### src/rtl/mux16_rr_arbiter_if.sv
// Handshake and bus bundle for the 16-lane round-robin mux arbiter.
//   req[15:0]   request per lane
//   in[15:0]    mux data lanes, in[i] belongs to requester i
//   out_ready   consumer accepts current beat
//   sel[3:0]    registered mux select (granted lane)
//   gnt[15:0]   registered one-hot grant, zero when idle
//   o, o_valid  forwarded bit and its qualifier
//   busy        arbiter holds a grant
interface mux16_rr_arbiter_if;
  logic [15:0] req;
  logic [15:0] in;
  logic        out_ready;
  logic [3:0]  sel;
  logic [15:0] gnt;
  logic        o;
  logic        o_valid;
  logic        busy;

  // requester/consumer side
  modport master (output req, in, out_ready,
                  input  sel, gnt, o, o_valid, busy);
  // arbiter side
  modport slave  (input  req, in, out_ready,
                  output sel, gnt, o, o_valid, busy);
endinterface

### src/rtl/mux16_rr_arbiter.sv
// Round-robin arbiter and select sequencer for a shared 16:1 bit mux.
// A lane keeps the mux for at most MAX_BURST accepted beats, or until it
// drops its request, then priority rotates to the lane after it.
//   clk   clock, rising edge
//   rst   synchronous active-high reset
//   bus   mux16_rr_arbiter_if.slave: req/in/out_ready in,
//         sel/gnt/o/o_valid/busy out
module mux16_rr_arbiter #(
  parameter int MAX_BURST = 4
) (
  input logic              clk,
  input logic              rst,
  mux16_rr_arbiter_if.slave bus
);
  localparam int CW = $clog2(MAX_BURST) + 1;

  typedef enum logic {IDLE = 1'b0, GRANT = 1'b1} state_t;

  state_t        state;
  logic [3:0]    sel;
  logic [3:0]    ptr;
  logic [15:0]   gnt;
  logic [CW-1:0] cnt;

  logic [3:0]    win;
  logic [3:0]    idx;
  logic          found;
  logic          busy;
  logic          o_valid;

  // First requester at or after ptr; the 4-bit add wraps 15 -> 0.
  always_comb begin
    win   = '0;
    idx   = '0;
    found = 1'b0;
    for (int k = 0; k < 16; k++) begin
      idx = ptr + 4'(k);
      if (!found && bus.req[idx]) begin
        win   = idx;
        found = 1'b1;
      end
    end
  end

  assign busy    = (state == GRANT);
  assign o_valid = busy & bus.req[sel];

  always_ff @(posedge clk) begin
    if (rst) begin
      state <= IDLE;
      sel   <= '0;
      ptr   <= '0;
      gnt   <= '0;
      cnt   <= '0;
    end else begin
      case (state)
        IDLE: begin
          if (found) begin
            sel   <= win;
            gnt   <= 16'(1) << win;
            cnt   <= '0;
            state <= GRANT;
          end
        end
        GRANT: begin
          // A dropped request wins over a final beat; o_valid is already
          // low then, so no beat is counted.
          if (!bus.req[sel]) begin
            state <= IDLE;
            gnt   <= '0;
            cnt   <= '0;
            ptr   <= sel + 4'd1;
          end else if (bus.out_ready) begin
            if (cnt == CW'(MAX_BURST - 1)) begin
              state <= IDLE;
              gnt   <= '0;
              cnt   <= '0;
              ptr   <= sel + 4'd1;
            end else begin
              cnt <= cnt + CW'(1);
            end
          end
        end
        default: state <= IDLE;
      endcase
    end
  end

  assign bus.sel     = sel;
  assign bus.gnt     = gnt;
  assign bus.busy    = busy;
  assign bus.o_valid = o_valid;
  assign bus.o       = bus.in[sel] & o_valid;
endmodule

### src/flat_wrapper.sv
// flat-port wrapper written by rule: the top's interface ports become plain ports
module mux16_rr_arbiter_flat 
#(
  parameter int MAX_BURST = 4
)
  (clk, rst, bus_req, bus_in, bus_out_ready, bus_sel, bus_gnt, bus_o, bus_o_valid, bus_busy);
  mux16_rr_arbiter_if bus_i ();
  input logic clk;
  input logic rst;
  input wire logic [$bits(bus_i.req)-1:0] bus_req;
  input wire logic [$bits(bus_i.in)-1:0] bus_in;
  input wire logic [$bits(bus_i.out_ready)-1:0] bus_out_ready;
  output wire logic [$bits(bus_i.sel)-1:0] bus_sel;
  output wire logic [$bits(bus_i.gnt)-1:0] bus_gnt;
  output wire logic [$bits(bus_i.o)-1:0] bus_o;
  output wire logic [$bits(bus_i.o_valid)-1:0] bus_o_valid;
  output wire logic [$bits(bus_i.busy)-1:0] bus_busy;
  assign bus_i.req = bus_req;
  assign bus_i.in = bus_in;
  assign bus_i.out_ready = bus_out_ready;
  assign bus_sel = bus_i.sel;
  assign bus_gnt = bus_i.gnt;
  assign bus_o = bus_i.o;
  assign bus_o_valid = bus_i.o_valid;
  assign bus_busy = bus_i.busy;
  mux16_rr_arbiter #(.MAX_BURST(MAX_BURST)) u_core (.clk(clk), .rst(rst), .bus(bus_i));
endmodule
### config.mk
export PLATFORM = sky130hd
export DESIGN_NAME = mux16_rr_arbiter_flat
export DESIGN_NICKNAME = d
export VERILOG_FILES = /design/src/rtl/mux16_rr_arbiter_if.sv /design/src/rtl/mux16_rr_arbiter.sv /design/src/flat_wrapper.sv
export SDC_FILE = /design/constraint.sdc
export NUM_CORES = 1
export LEC_CHECK = 0
export BUFFER_PORTS_ARGS = -buffer_cell sky130_fd_sc_hd__buf_2
export CORE_ASPECT_RATIO = 1.2
export CORE_MARGIN = 1
export CORE_UTILIZATION = 50
export CTS_CLUSTER_SIZE = 40
export DETAILED_ROUTE_END_ITERATION = 8
export GPL_ROUTABILITY_DRIVEN = 0
export PLACE_DENSITY = 0.72
export SLEW_MARGIN = 20
export SYNTH_ARGS = -nofsm -noshare
export SYNTH_HDL_FRONTEND = slang
export SYNTH_SLANG_ARGS = --single-unit
### constraint.sdc
create_clock -name clk -period 12 [get_ports clk]
set_input_delay 0.6 -clock clk [delete_from_list [all_inputs] [get_ports clk]]
set_output_delay 0.6 -clock clk [all_outputs]
set_load 0.1 [all_outputs]
### Word level (Yosys, flattened, before mapping)

Index checks and enable logic that the tools add are counted.
Widths: inputs -> output; s select.

| word-level totals | value |
|---|---|
| word-level logic and storage cells | 169 |
| ROM bits | 0 |
| memories | 0 |
| bits in writable memories | 0 |
| input bits | 35 |
| output and inout port bits | 23 |
| latch bits | 0 |
| register bits | 28 |

| cells by class | value |
|---|---|
| multipliers | 0 |
| divide/modulo/power cells | 0 |
| add/subtract/negate cells | 17 |
| equality and inequality tests | 6 |
| shift-type cells | 1 |
| reductions and logical operators | 34 |
| multiplexer cells | 86 |
| bitwise logic cells | 3 |
| magnitude comparators | 17 |

Operator list:

| operator | count |
|---|---|
| $lt 4x5->1 const B | 17 |
| $mux 4 | 19 |
| $bmux 1 s4 | 18 |
| $mux 16 | 4 |
| $mux 1 | 38 |
| $add 4x4->4 const B | 8 |
| $pmux 16 s2 | 1 |
| $add 4x3->4 const B | 4 |
| $shl 1x4->16 const A | 1 |
| $logic_and 1x1->1 | 15 |
| $logic_not 1->1 | 15 |
| $mux 3 | 4 |
| $add 4x1->4 const B | 2 |
| $add 4x2->4 const B | 2 |
| $ne 3x3->1 const B | 2 |
| $pmux 3 s2 | 1 |
| $reduce_and 3->1 | 2 |
| $ne 2x2->1 const B | 2 |
| $reduce_and 2->1 | 2 |
| $add 3x1->3 const B | 1 |
| $eq 3x2->1 const B | 1 |
| $and 1x1->1 | 2 |
| $ne 2x1->1 const B | 1 |
| $pmux 1 s2 | 1 |
| $not 1->1 | 1 |

### Depth between registers and ports, before layout

Gate-level depths: netlist of run 1.

| depth | value |
|---|---|
| depth in word-level cells | 51 |
| mapped depth | 19 |
| gate-level depth less buffers | 12 |

### Worst setup path before layout of run 1

Ideal clock, no wire load.

| timing | value |
|---|---|
| path kind | reg2reg |
| from | reg u_core.ptr[1] |
| to | reg u_core.gnt[13], in the netlist u_core.bus.gnt[13] |
| path slack | 7.379 ns |
| path buffers | 5 |
| clock period less this slack | 4.621 ns |
| arrival time | 4.556 ns |
| library setup time | 0.065 ns |
| required time | 11.935 ns |
| cell stages (with the launch flop) | 17 |
| path through | dfxtp_1 buf_2 buf_4 buf_1 inv_1 ha_1 buf_2 buf_1 mux4_2 mux4_2 nor3_1 nand2_1 or4b_1 o211ai_2 nand2_2 nor4b_4 a32o_1 |

| between the ends | value |
|---|---|
| word-level cells in the longest chain between the ends | 51 |
| elaborated cells on any way between the ends | 114 |
| those cells by class | add/sub: 15; eq/ne: 1; shift: 1; mux: 66; reduce/logical: 31 |

RTL lines:

| element | line | RTL |
|---|---|---|
| from (decl) | mux16_rr_arbiter.sv:21 | `logic [3:0] ptr;` |
| from (signal assigned) | mux16_rr_arbiter.sv:72 | `ptr <= sel + 4'd1;` |
| from (signal assigned) | mux16_rr_arbiter.sv:78 | `ptr <= sel + 4'd1;` |
| branches (longest 51 deep; another with $add 4x1->4) | -- |  |
| to (signal assigned) | mux16_rr_arbiter.sv:60 | `gnt <= 16'(1) << win;` |
| to (decl) | mux16_rr_arbiter.sv:22 | `logic [15:0] gnt;` |

Parallel ways; which one is timed is not known. The select of a mux whose other input is x is not followed.
A chain may end at the register's enable or synchronous reset.

### Final worst setup path of run 1

| timing | value |
|---|---|
| from | reg u_core.ptr[1] |
| to | reg u_core.gnt[1], in the netlist u_core.bus.gnt[1] |

The elaborated chain is that of the path after synthesis.

==> flow_summary_export.csv, run 1 <==
group,metric,value,unit
logic_synthesis,synth_flop_cell,"dfxtp_1",
routing,avgViaCountPerCell,6.985,
worst_setup_path,r2r_slack,7.43,ns
cts,htree_levels,1,
logic_synthesis,synth_top_cell_by_area,"mux4_2",
outcome,status,"finished clean",
final_layout,insertedDiodeCount,0,
floorplan,core,7274,um2
worst_setup_path,arrival,4.79,ns
worst_setup_path,crit_path_start_kind,"flip-flop",
min_path,min_from,"u_core.cnt[1]",
min_path,worstHoldEndpoint,"u_core.cnt[1]",
cts,cts_tree,"yes",
worst_setup_path,path_buf_inv,1,
logic_synthesis,yosysWarnings,0,
logic_synthesis,synth.area.top_cells,"mux4_2, dfxtp_1, mux2i_1, a32o_1, a21oi_1",
logic_synthesis,synthCells,411,
worst_setup_path,max_stage_delay,0.70,ns
global_routing,busiest_layer,"met2",
cts,cts.repair.resized,0,
global_routing,gr-usage-met2,46.92,%
floorplan,io_pins,58,
global_routing,gr-usage-all-layers,28.81,%
sta,tightest_slew,0.6895,ns
logic_synthesis,synth.top_cell.area_share,24.40,%
worst_setup_path,path_cells,"inv_1 > ha_1 > mux4_2 > mux2i_1 > o211ai_2 > a211oi_4 > and2_1 > and3_1 > a211oi_1 > nor3_2 > a32o_1",
global_routing,grt-ovfl-total,0,
logic_synthesis,synth-edff-count,0,
global_routing,grt_start_max_net_pins,31,
cts,cts_root_buf,"clkbuf_8",
routing,ant_nets,0,
sta,timing.slew.headroom,53.70,%
floorplan,design.die.area,7923,um2
logic_synthesis,synth-seq-cells,28,
floorplan,rows,34,
final_layout,syn_to_final_growth,9.355,%
run,cap_violations,0,
routing,drc,0,
global_routing,use_met1,37.18,%
global_routing,gr-usage-met3,3.192,%
logic_synthesis,synth.distinct_cells,74,
routing,drtIter0Drc,442,
cts,cts.sinks,28,
global_routing,antenna_found_initial,0,
cts,hold_buffers,0,
worst_setup_path,worst_r2r_endpoint,"u_core.bus.gnt[1]",
placement,hpwl,8348,um
floorplan,start_util,52.03,%
worst_setup_path,end_kind,"flip-flop",
routing,vias,3779,
floorplan,die_x,81.43,um
worst_setup_path,path_class,"flip-flop to flip-flop",
cts,post_cts_buffers,0,
global_routing,grt_pass1_wl,17920,um
cts,clock_latency,0.28,ns
worst_setup_path,required,12.21,ns
logic_synthesis,seq_area_frac_synth,14.81,%
logic_synthesis,async_flop_share,0,%
sta,finalHoldViolCount,0,
sta,setup_viol,0,
cts,clk_pin_slew,0.10,ns
routing,firstDrtPassIters,7,
cts,numCtsBuffers,3,
sta,fin_skew,0.01419,ns
min_path,hp-class,"flip-flop to flip-flop",
logic_synthesis,syn_nets,455,
worst_setup_path,r2r-start,"u_core.ptr[1]",
sta,maxSlewViolCount,0,
final_layout,drive_gt1_share,28.60,%
logic_synthesis,synth_area,3785,um2
min_path,holdPathStages,2,
worst_setup_path,slowest_stage,"ha_1",
sta,fin_crit_sh,38.12,%
sta,fin_crit,4.575,ns
routing,wl_per_cell,20.22,um
worst_setup_path,crit_fanout,15,
worst_setup_path,r2r.worst_path.cells,11,
logic_synthesis,synth_area_per_cell,9.209,um2
sta,setup-tns-final,0,ns
worst_setup_path,startpoint,"u_core.ptr[1]",
final_layout,finalNetCount,496,
worst_setup_path,cp_top_family,"simple AND/OR/NAND/NOR gates",
floorplan,die_h,97.31,um
sta,rsz0062_at_grt,"false",
routing,drt_wl_total,10940,um
placement,port_buffers,57,
sta,clock.fmax,218.6,MHz
global_routing,grt_pass1_vias,3686,
cts,cts_buffer_depth,2,
-- tightest hold or removal path: stages, from the launching register on --
cell and delay, ns:
dfxtp_1 0.33, nand2_1 0.05, a21oi_1 0.05
-- cells in the final DEF (no fill, tap or decap), drive strengths merged, types with 3 or more instances in the layout --
| master | Yosys | routed |
|---|---|---|
| nand3 | 16 | 16 |
| ha | 9 | 9 |
| mux2i | 22 | 22 |
| and3 | 7 | 7 |
| nor2 | 32 | 32 |
| mux2 | 5 | 5 |
| o21ai | 15 | 15 |
| a22o | 3 | 3 |
| xnor2 | 9 | 9 |
| a21o | 3 | 3 |
| o21bai | 3 | 3 |
| o211ai | 4 | 4 |
| clkbuf | 7 | 3 |
| nor3 | 9 | 9 |
| mux4 | 41 | 41 |
| nand2 | 31 | 31 |
| a32o | 17 | 17 |
| o21a | 3 | 3 |
| dfxtp | 28 | 28 |
| or2 | 3 | 3 |
| a21boi | 3 | 3 |
| o2111ai | 3 | 3 |
| a211oi | 10 | 10 |
| and2 | 9 | 9 |
| nand2b | 7 | 7 |
| xor2 | 4 | 4 |
| a31oi | 3 | 3 |
| a21oi | 27 | 27 |
| nand4 | 5 | 5 |
| buf | 18 | 61 |
| nor2b | 10 | 10 |
| inv | 14 | 14 |
-- area by class of cell --
| type | instances | area, um2 |
|---|---|---|
| timing repair buffer | 61 | 315.3 |
| fill | 605 | 3136 |
| clock inverter | 1 | 30.03 |
| sequential | 28 | 560.5 |
| tap | 90 | 112.6 |
| clock buffer | 3 | 41.29 |
| multi-input combinational | 343 | 3023 |
| inverter | 15 | 56.30 |
-- layer usage --
layer / up-vias / routed length [um]
li1: 1699 / -
met1: 1798 / 4194
met2: 234 / 5380
met3: 48 / 846
met4: 0 / 516
met5: - / 0
-- worst max path at each step --
stage | slack, ns | end | cells after the start
6_report | 7.43 | u_core.bus.gnt[1] | 11
5_1_grt | 7.11 | u_core.bus.gnt[1] | 11
4_1_cts | 7.55 | u_core.bus.gnt[14] | 12
3_5_place_dp | 7.58 | u_core.bus.gnt[14] | 12
3_3_place_gp | 7.74 | u_core.bus.gnt[7] | 11
2_1_floorplan | 7.38 | u_core.bus.gnt[13] | 16
-- registers in the layout, indices dropped and copies added (netlist names) --
register         cells
u_core.bus.busy      1
u_core.bus.gnt      16
u_core.bus.sel       4
u_core.cnt           3
u_core.ptr           4
-- metrics by stage --
step                      hold WS (ns)  cell area, um2  cells  worst slack [ns]  util, %
after global routing            0.4964            4139    541             7.107    56.90
after CTS                       0.4730            4139    541             7.555    56.90
after floorplan                 0.4356            3785    411             7.379        -
after global placement          0.4464            4068    537             7.742    55.92
final                           0.4715            4139    541             7.425    56.90
after detailed placement        0.4541            4068    537             7.576    55.92
-- Yosys cell counts (all sizes together) (3+ instances only) --
cell type  number
a22o            3
clkbuf          7
a21boi          3
nor2b          10
nand2b          7
mux2i          22
a211oi         10
or2             3
nand3          16
a32o           17
dfxtp          28
xnor2           9
buf            18
and2            9
nand4           5
inv            14
and3            7
o2111ai         3
mux4           41
o21ai          15
o21bai          3
nor2           32
nor3            9
mux2            5
nand2          31
o21a            3
ha              9
o211ai          4
a31oi           3
xor2            4
a21oi          27
a21o            3
-- cell families after synthesis --
| kind of cell | count (synthesis) | synth area share, % |
|---|---|---|
| AOI/OAI and AO/OA | 115 | 22.81 |
| muxes | 68 | 31.80 |
| xor gates and xnor gates | 13 | 3.207 |
| adders and majority gates | 9 | 2.975 |
| DFF | 28 | 14.81 |
| buffers and inverters | 40 | 5.322 |
| and+or+nand+nor | 138 | 19.07 |
Power of run 1 is left out: the tool's default activity adds up to more than one toggle a clock period on the data nets, which glitch-free logic cannot reach.
==> inputs of run 2 (changes only) <==
--- a/config.mk
+++ b/config.mk
@@ -12,7 +12,7 @@
 export CTS_CLUSTER_SIZE = 40
 export DETAILED_ROUTE_END_ITERATION = 8
 export GPL_ROUTABILITY_DRIVEN = 0
-export PLACE_DENSITY = 0.72
+export PLACE_DENSITY = 0.74
 export SLEW_MARGIN = 20
 export SYNTH_ARGS = -nofsm -noshare
 export SYNTH_HDL_FRONTEND = slang
==> constraint.sdc (replaced) <==
create_clock -name clk -period 3.7 [get_ports clk]
set_input_delay 0.185 -clock clk [delete_from_list [all_inputs] [get_ports clk]]
set_output_delay 0.185 -clock clk [all_outputs]
set_load 0.1 [all_outputs]
==> run 2 against run 1 <==
  * Sequential cell count stayed put
  * Design area is 12% higher
  * Register-to-register slack worse by 7.4 ns
  * Critical path depth is 1 higher
  * Hold slack worse by 0.27 ns
  * Final cell count is 7.8% higher
  * Fmax is 26% higher
  * Utilization is 7.0 points higher
  * Via count is 6.1% higher
  * Critical path type unchanged
  * Critical endpoint is now u_core.bus.gnt[10]
==> flow_summary_export.csv, run 2 (synthesis gave the netlist of run 1 again) <==
group,metric,value,unit
outcome,status,"finished clean",
sta,fin_skew,0.008333,ns
final_layout,syn_to_final_growth,22.81,%
cts,clock_latency,0.28,ns
cts,numCtsBuffers,3,
cts,hold_buffers,0,
floorplan,die_x,81.43,um
sta,tightest_slew,0.8173,ns
worst_setup_path,crit_path_start_kind,"flip-flop",
global_routing,grt_start_max_net_pins,21,
placement,place_inst,569,
worst_setup_path,path_buf_inv,2,
final_layout,top_register,"u_core.bus.gnt",
routing,avgViaCountPerCell,6.878,
worst_setup_path,path_cells,"inv_4 > ha_4 > mux4_2 > mux4_2 > a31oi_1 > o21bai_1 > a221oi_1 > a21boi_1 > nor2_1 > nor2_1 > buf_4 > a32o_1",
global_routing,grt_pass1_wl,18620,um
cts,htree_levels,1,
routing,firstDrtPassIters,5,
placement,port_buffers,57,
cts,cts_tree,"yes",
routing,vias,4010,
global_routing,grt_pass1_vias,3798,
routing,ant_nets,0,
worst_setup_path,cp_top_family,"compound AO/OA/AOI/OAI gates",
floorplan,io_pins,58,
cts,clk_pin_slew,0.10,ns
placement,hpwl,8998,um
sta,finalHoldViolCount,0,
min_path,hp-class,"input pin to flip-flop",
routing,drt_wl_total,11850,um
final_layout,drive_gt1_share,39.15,%
cts,cts.sinks,28,
sta,maxSlewViolCount,0,
sta,fin_crit_sh,98.47,%
final_layout,finalNetCount,538,
routing,drtIter0Drc,355,
floorplan,rows,34,
run,cap_violations,0,
worst_setup_path,arrival,3.87,ns
routing,drc,0,
worst_setup_path,required,3.93,ns
final_layout,layout_commonest_cell,"buf_2",
cts,cts_buffer_depth,2,
final_layout,largest_reg_flops,16,
global_routing,antenna_found_initial,0,
worst_setup_path,slowest_stage,"mux4_2",
sta,timing.slew.headroom,43.95,%
floorplan,design.die.area,7923,um2
final_layout,final_cell_mix,"buf_2, mux4_2, buf_4",
final_layout,final_core_util,63.90,%
worst_setup_path,crit_fanout,8,
sta,clock.fmax,274.5,MHz
global_routing,gr-usage-all-layers,30.05,%
sta,setup_viol,0,
cts,cts_root_buf,"clkbuf_8",
worst_setup_path,max_stage_delay,0.57,ns
floorplan,core,7274,um2
worst_setup_path,path_class,"flip-flop to flip-flop",
final_layout,layout.cells.non_filler,583,
final_layout,insertedDiodeCount,0,
floorplan,die_h,97.31,um
final_layout,largestRegisters,"u_core.bus.gnt (16), u_core.bus.sel (4), u_core.ptr (4)",
sta,fin_crit,3.644,ns
global_routing,grt-ovfl-total,0,
routing,wl_per_cell,20.33,um
worst_setup_path,end_kind,"flip-flop",
sta,holdWs,0.2045,ns
floorplan,start_util,52.03,%
[run 2: worst min-delay path, stage by stage]
cell	delay [ns]
buf_2	0.12
nand4_1	0.08
a21oi_1	0.06
[run 2: what timing repair did]
| item | in CTS | in global routing |
|---|---|---|
| pin swaps | 2 | 7 |
| gates cloned | 0 | 1 |
| setup endpoints to repair | 15 | 17 |
| gates resized for setup | 3 | 16 |
| buffers inserted | 2 | 7 |
[run 2: path summary, 6_finish.rpt]
check                 from                 end  slack, ns  cells past startpoint
min reg2reg  u_core.cnt[1]       u_core.cnt[1]       0.46                      2
min          bus_out_ready       u_core.cnt[1]       0.20                      3
max reg2reg  u_core.ptr[0]  u_core.bus.gnt[10]       0.06                     12
max          u_core.ptr[0]  u_core.bus.gnt[10]       0.06                     12
[run 2: final cells by class]
| cell class | instances | area (um2) |
|---|---|---|
| clock buffer | 3 | 41.29 |
| clock inverter | 1 | 30.03 |
| fill | 582 | 2626 |
| inverter | 15 | 66.31 |
| multi-input combinational | 343 | 3148 |
| sequential | 28 | 569.3 |
| tap | 90 | 112.6 |
| timing repair buffer | 103 | 680.7 |
[run 2: metal layers]
layer | share of wire (%) | track usage, % | up-vias
li1 | - | - | 1784
met1 | 38 | 38.32 | 1902
met2 | 49 | 50.83 | 273
met3 | 8.9 | 3.568 | 51
met4 | 4.2 | 11.26 | 0
met5 | 0 | 0 | -
[run 2: stage by stage]
stage,setup slack (ns),instance area [um2],TNS [ns]
after floorplan,-0.1078,3901,-1.327
after global placement,-0.004096,4394,-0.004096
after detailed placement,-0.05304,4394,-0.3453
after CTS,0.01229,4492,0
after global routing,-0.02149,4648,-0.06889
final,0.05648,4648,0
Power of run 2 is left out for the same reason.
==> inputs of run 3 (changes only) <==
--- a/config.mk
+++ b/config.mk
@@ -13,6 +13,7 @@
 export DETAILED_ROUTE_END_ITERATION = 8
 export GPL_ROUTABILITY_DRIVEN = 0
 export PLACE_DENSITY = 0.74
+export REMOVE_ABC_BUFFERS = 1
 export SLEW_MARGIN = 20
 export SYNTH_ARGS = -nofsm -noshare
 export SYNTH_HDL_FRONTEND = slang
==> run 3 against run 2 <==
  * Non-clock buffer count up 14
  * Register-to-register slack about the same
  * Critical path depth down 1
  * Clock-buffer cell count unchanged
  * Sequential cell count unchanged
  * Fmax down 0.31%
  * Utilization up 0.53 points
  * Hold slack better by 0.014 ns
  * Highest routed layer unchanged
==> flow_summary_export.csv, run 3 (synthesis gave the netlist of run 1 again) <==
group,metric,value,unit
worst_setup_path,cp_common_cell,"mux4_2",
routing,drt_wl_total,11880,um
placement,hpwl,9140,um
min_path,worstHoldEndpoint,"u_core.cnt[1]",
final_layout,largestRegisters,"u_core.bus.gnt (16), u_core.bus.sel (4), u_core.ptr (4)",
worst_setup_path,required,3.92,ns
placement,port_buffers,57,
final_layout,final_cell_mix,"buf_2, buf_4, mux4_2",
routing,avgViaCountPerCell,6.856,
sta,fin_crit,3.655,ns
cts,hold_buffers,0,
worst_setup_path,arrival,3.88,ns
floorplan,design.die.area,7923,um2
outcome,status,"finished clean",
routing,drtIter0Drc,434,
final_layout,n_fill_cell,610,
final_layout,multi_input_area,3109,um2
placement,postPlaceCellArea,4478,um2
worst_setup_path,path_class,"flip-flop to flip-flop",
routing,vias,4093,
worst_setup_path,cp_top_family,"simple AND/OR/NAND/NOR gates",
sta,rsz0062_at_grt,"true",
cts,htree_levels,1,
cts,cts.sinks,28,
sta,fin_skew,0.004117,ns
min_path,holdPathStages,3,
cts,numCtsBuffers,3,
worst_setup_path,end_kind,"flip-flop",
sta,finalHoldViolCount,0,
worst_setup_path,r2r.worst_path.cells,11,
sta,clock.fmax,273.6,MHz
worst_setup_path,crit_path_start_kind,"flip-flop",
routing,ant_nets,0,
final_layout,regArea,565.5,um2
min_path,hp-class,"input pin to flip-flop",
global_routing,antenna_found_initial,0,
final_layout,largest_reg_flops,16,
final_layout,finalNetCount,552,
global_routing,grt_start_max_net_pins,28,
routing,firstDrtPassIters,6,
sta,tightest_slew,0.6491,ns
floorplan,rows,34,
worst_setup_path,crit_fanout,7,
worst_setup_path,slowest_stage,"mux4_2",
worst_setup_path,path_depth,11,
global_routing,grt_pass1_wl,18860,um
cts,clock_latency,0.27,ns
cts,cts_buffer_depth,2,
sta,maxSlewViolCount,0,
floorplan,start_util,52.03,%
run,cap_violations,0,
final_layout,final_cell_area,4687,um2
sta,fin_crit_sh,98.78,%
floorplan,die_x,81.43,um
worst_setup_path,worst_r2r_endpoint,"u_core.bus.gnt[13]",
final_layout,layout_commonest_cell,"buf_2",
min_path,min_from,"bus_out_ready",
global_routing,gr-usage-all-layers,30.78,%
worst_setup_path,max_stage_delay,0.58,ns
worst_setup_path,path_buf_inv,1,
sta,timing.slew.headroom,55.49,%
cts,clk_pin_slew,0.09,ns
worst_setup_path,path_cells,"inv_2 > ha_4 > mux4_2 > mux4_2 > nor3_2 > nand2_1 > or4b_1 > o211ai_2 > nand2_2 > nor4b_4 > a32o_1",
cts,cts_tree,"yes",
global_routing,grt_pass1_vias,3891,
worst_setup_path,r2r-start,"u_core.ptr[0]",
routing,drc,0,
final_layout,insertedDiodeCount,0,
routing,wl_per_cell,19.89,um
final_layout,syn_to_final_growth,23.83,%
final_layout,top_register,"u_core.bus.gnt",
final_layout,drive_gt1_share,41.03,%
sta,setup_viol,0,
cts,cts_root_buf,"clkbuf_8",
floorplan,core,7274,um2
global_routing,grt-ovfl-total,0,
floorplan,die_h,97.31,um
floorplan,io_pins,58,
worst_setup_path,r2r_slack,0.04,ns
==> run 3: cell types whose count changed in the layout (fill, tap and decap cells not counted), sizes merged <==
cell / previous run / this run
clkbuf: 4 / 3
buf: 102 / 117
==> run 3: timing repair <==
| action | 4_1_cts | 5_1_grt |
|---|---|---|
| gates resized for setup | 5 | 26 |
| cloned | 0 | 0 |
| pin swaps | 1 | 10 |
| setup endpoints to repair | 16 | 18 |
| setup buffers | 0 | 3 |
==> run 3: how the worst max path moves through the flow <==
| stage | start | endpoint | slack (ns) |
|---|---|---|---|
| floorplan | u_core.ptr[1] | u_core.bus.gnt[0] | -1.09 |
| global route | u_core.ptr[1] | u_core.bus.gnt[9] | -0.04 |
| detailed placement | u_core.ptr[0] | u_core.bus.gnt[15] | -0.11 |
| finish | u_core.ptr[0] | u_core.bus.gnt[13] | 0.04 |
| global placement | u_core.ptr[0] | u_core.bus.gnt[15] | 0.03 |
| CTS | u_core.ptr[1] | u_core.bus.gnt[15] | 0.01 |
==> run 3: worst register-to-register path, delay by kind of cell, from the launching register on <==
family                     cells  cell delay, ns
and+or+nand+nor                5            1.36
adders and majority gates      1            0.33
buffers and inverters          1            0.06
muxes                          2            1.14
AOI/OAI and AO/OA              2            0.34
DFF                            1            0.37
==> run 3: layer usage <==
layer	part of all wire [%]	vias to the layer above	track usage [%]
li1	-	1809	-
met1	38	1956	39.83
met2	50	267	52.37
met3	8.4	61	3.192
met4	4.4	0	10.16
met5	0	-	0
==> run 3: cell type report <==
cell class                      count  area share, %
Clock buffer                        3         0.8809
Clock inverter                      1         0.6407
Inverter                           15          1.201
Multi-Input combinational cell    343          66.34
Sequential cell                    28          12.07
Tap cell                           90          2.403
Timing Repair Buffer              117          16.47
==> run 3: through the flow <==
step	cells	hold WS, ns	util, %	setup TNS (ns)	setup slack (ns)
floorplan	386	0.2541	-	-24.35	-1.094
global placement	590	0.4431	61.56	0	0.03456
detailed placement	590	0.4517	61.56	-0.8414	-0.1082
CTS	594	0.2170	62.78	0	0.01457
global route	597	0.2501	64.43	-0.1578	-0.04365
finish	597	0.2182	64.43	0	0.04498
Power of run 3 is left out for the same reason.
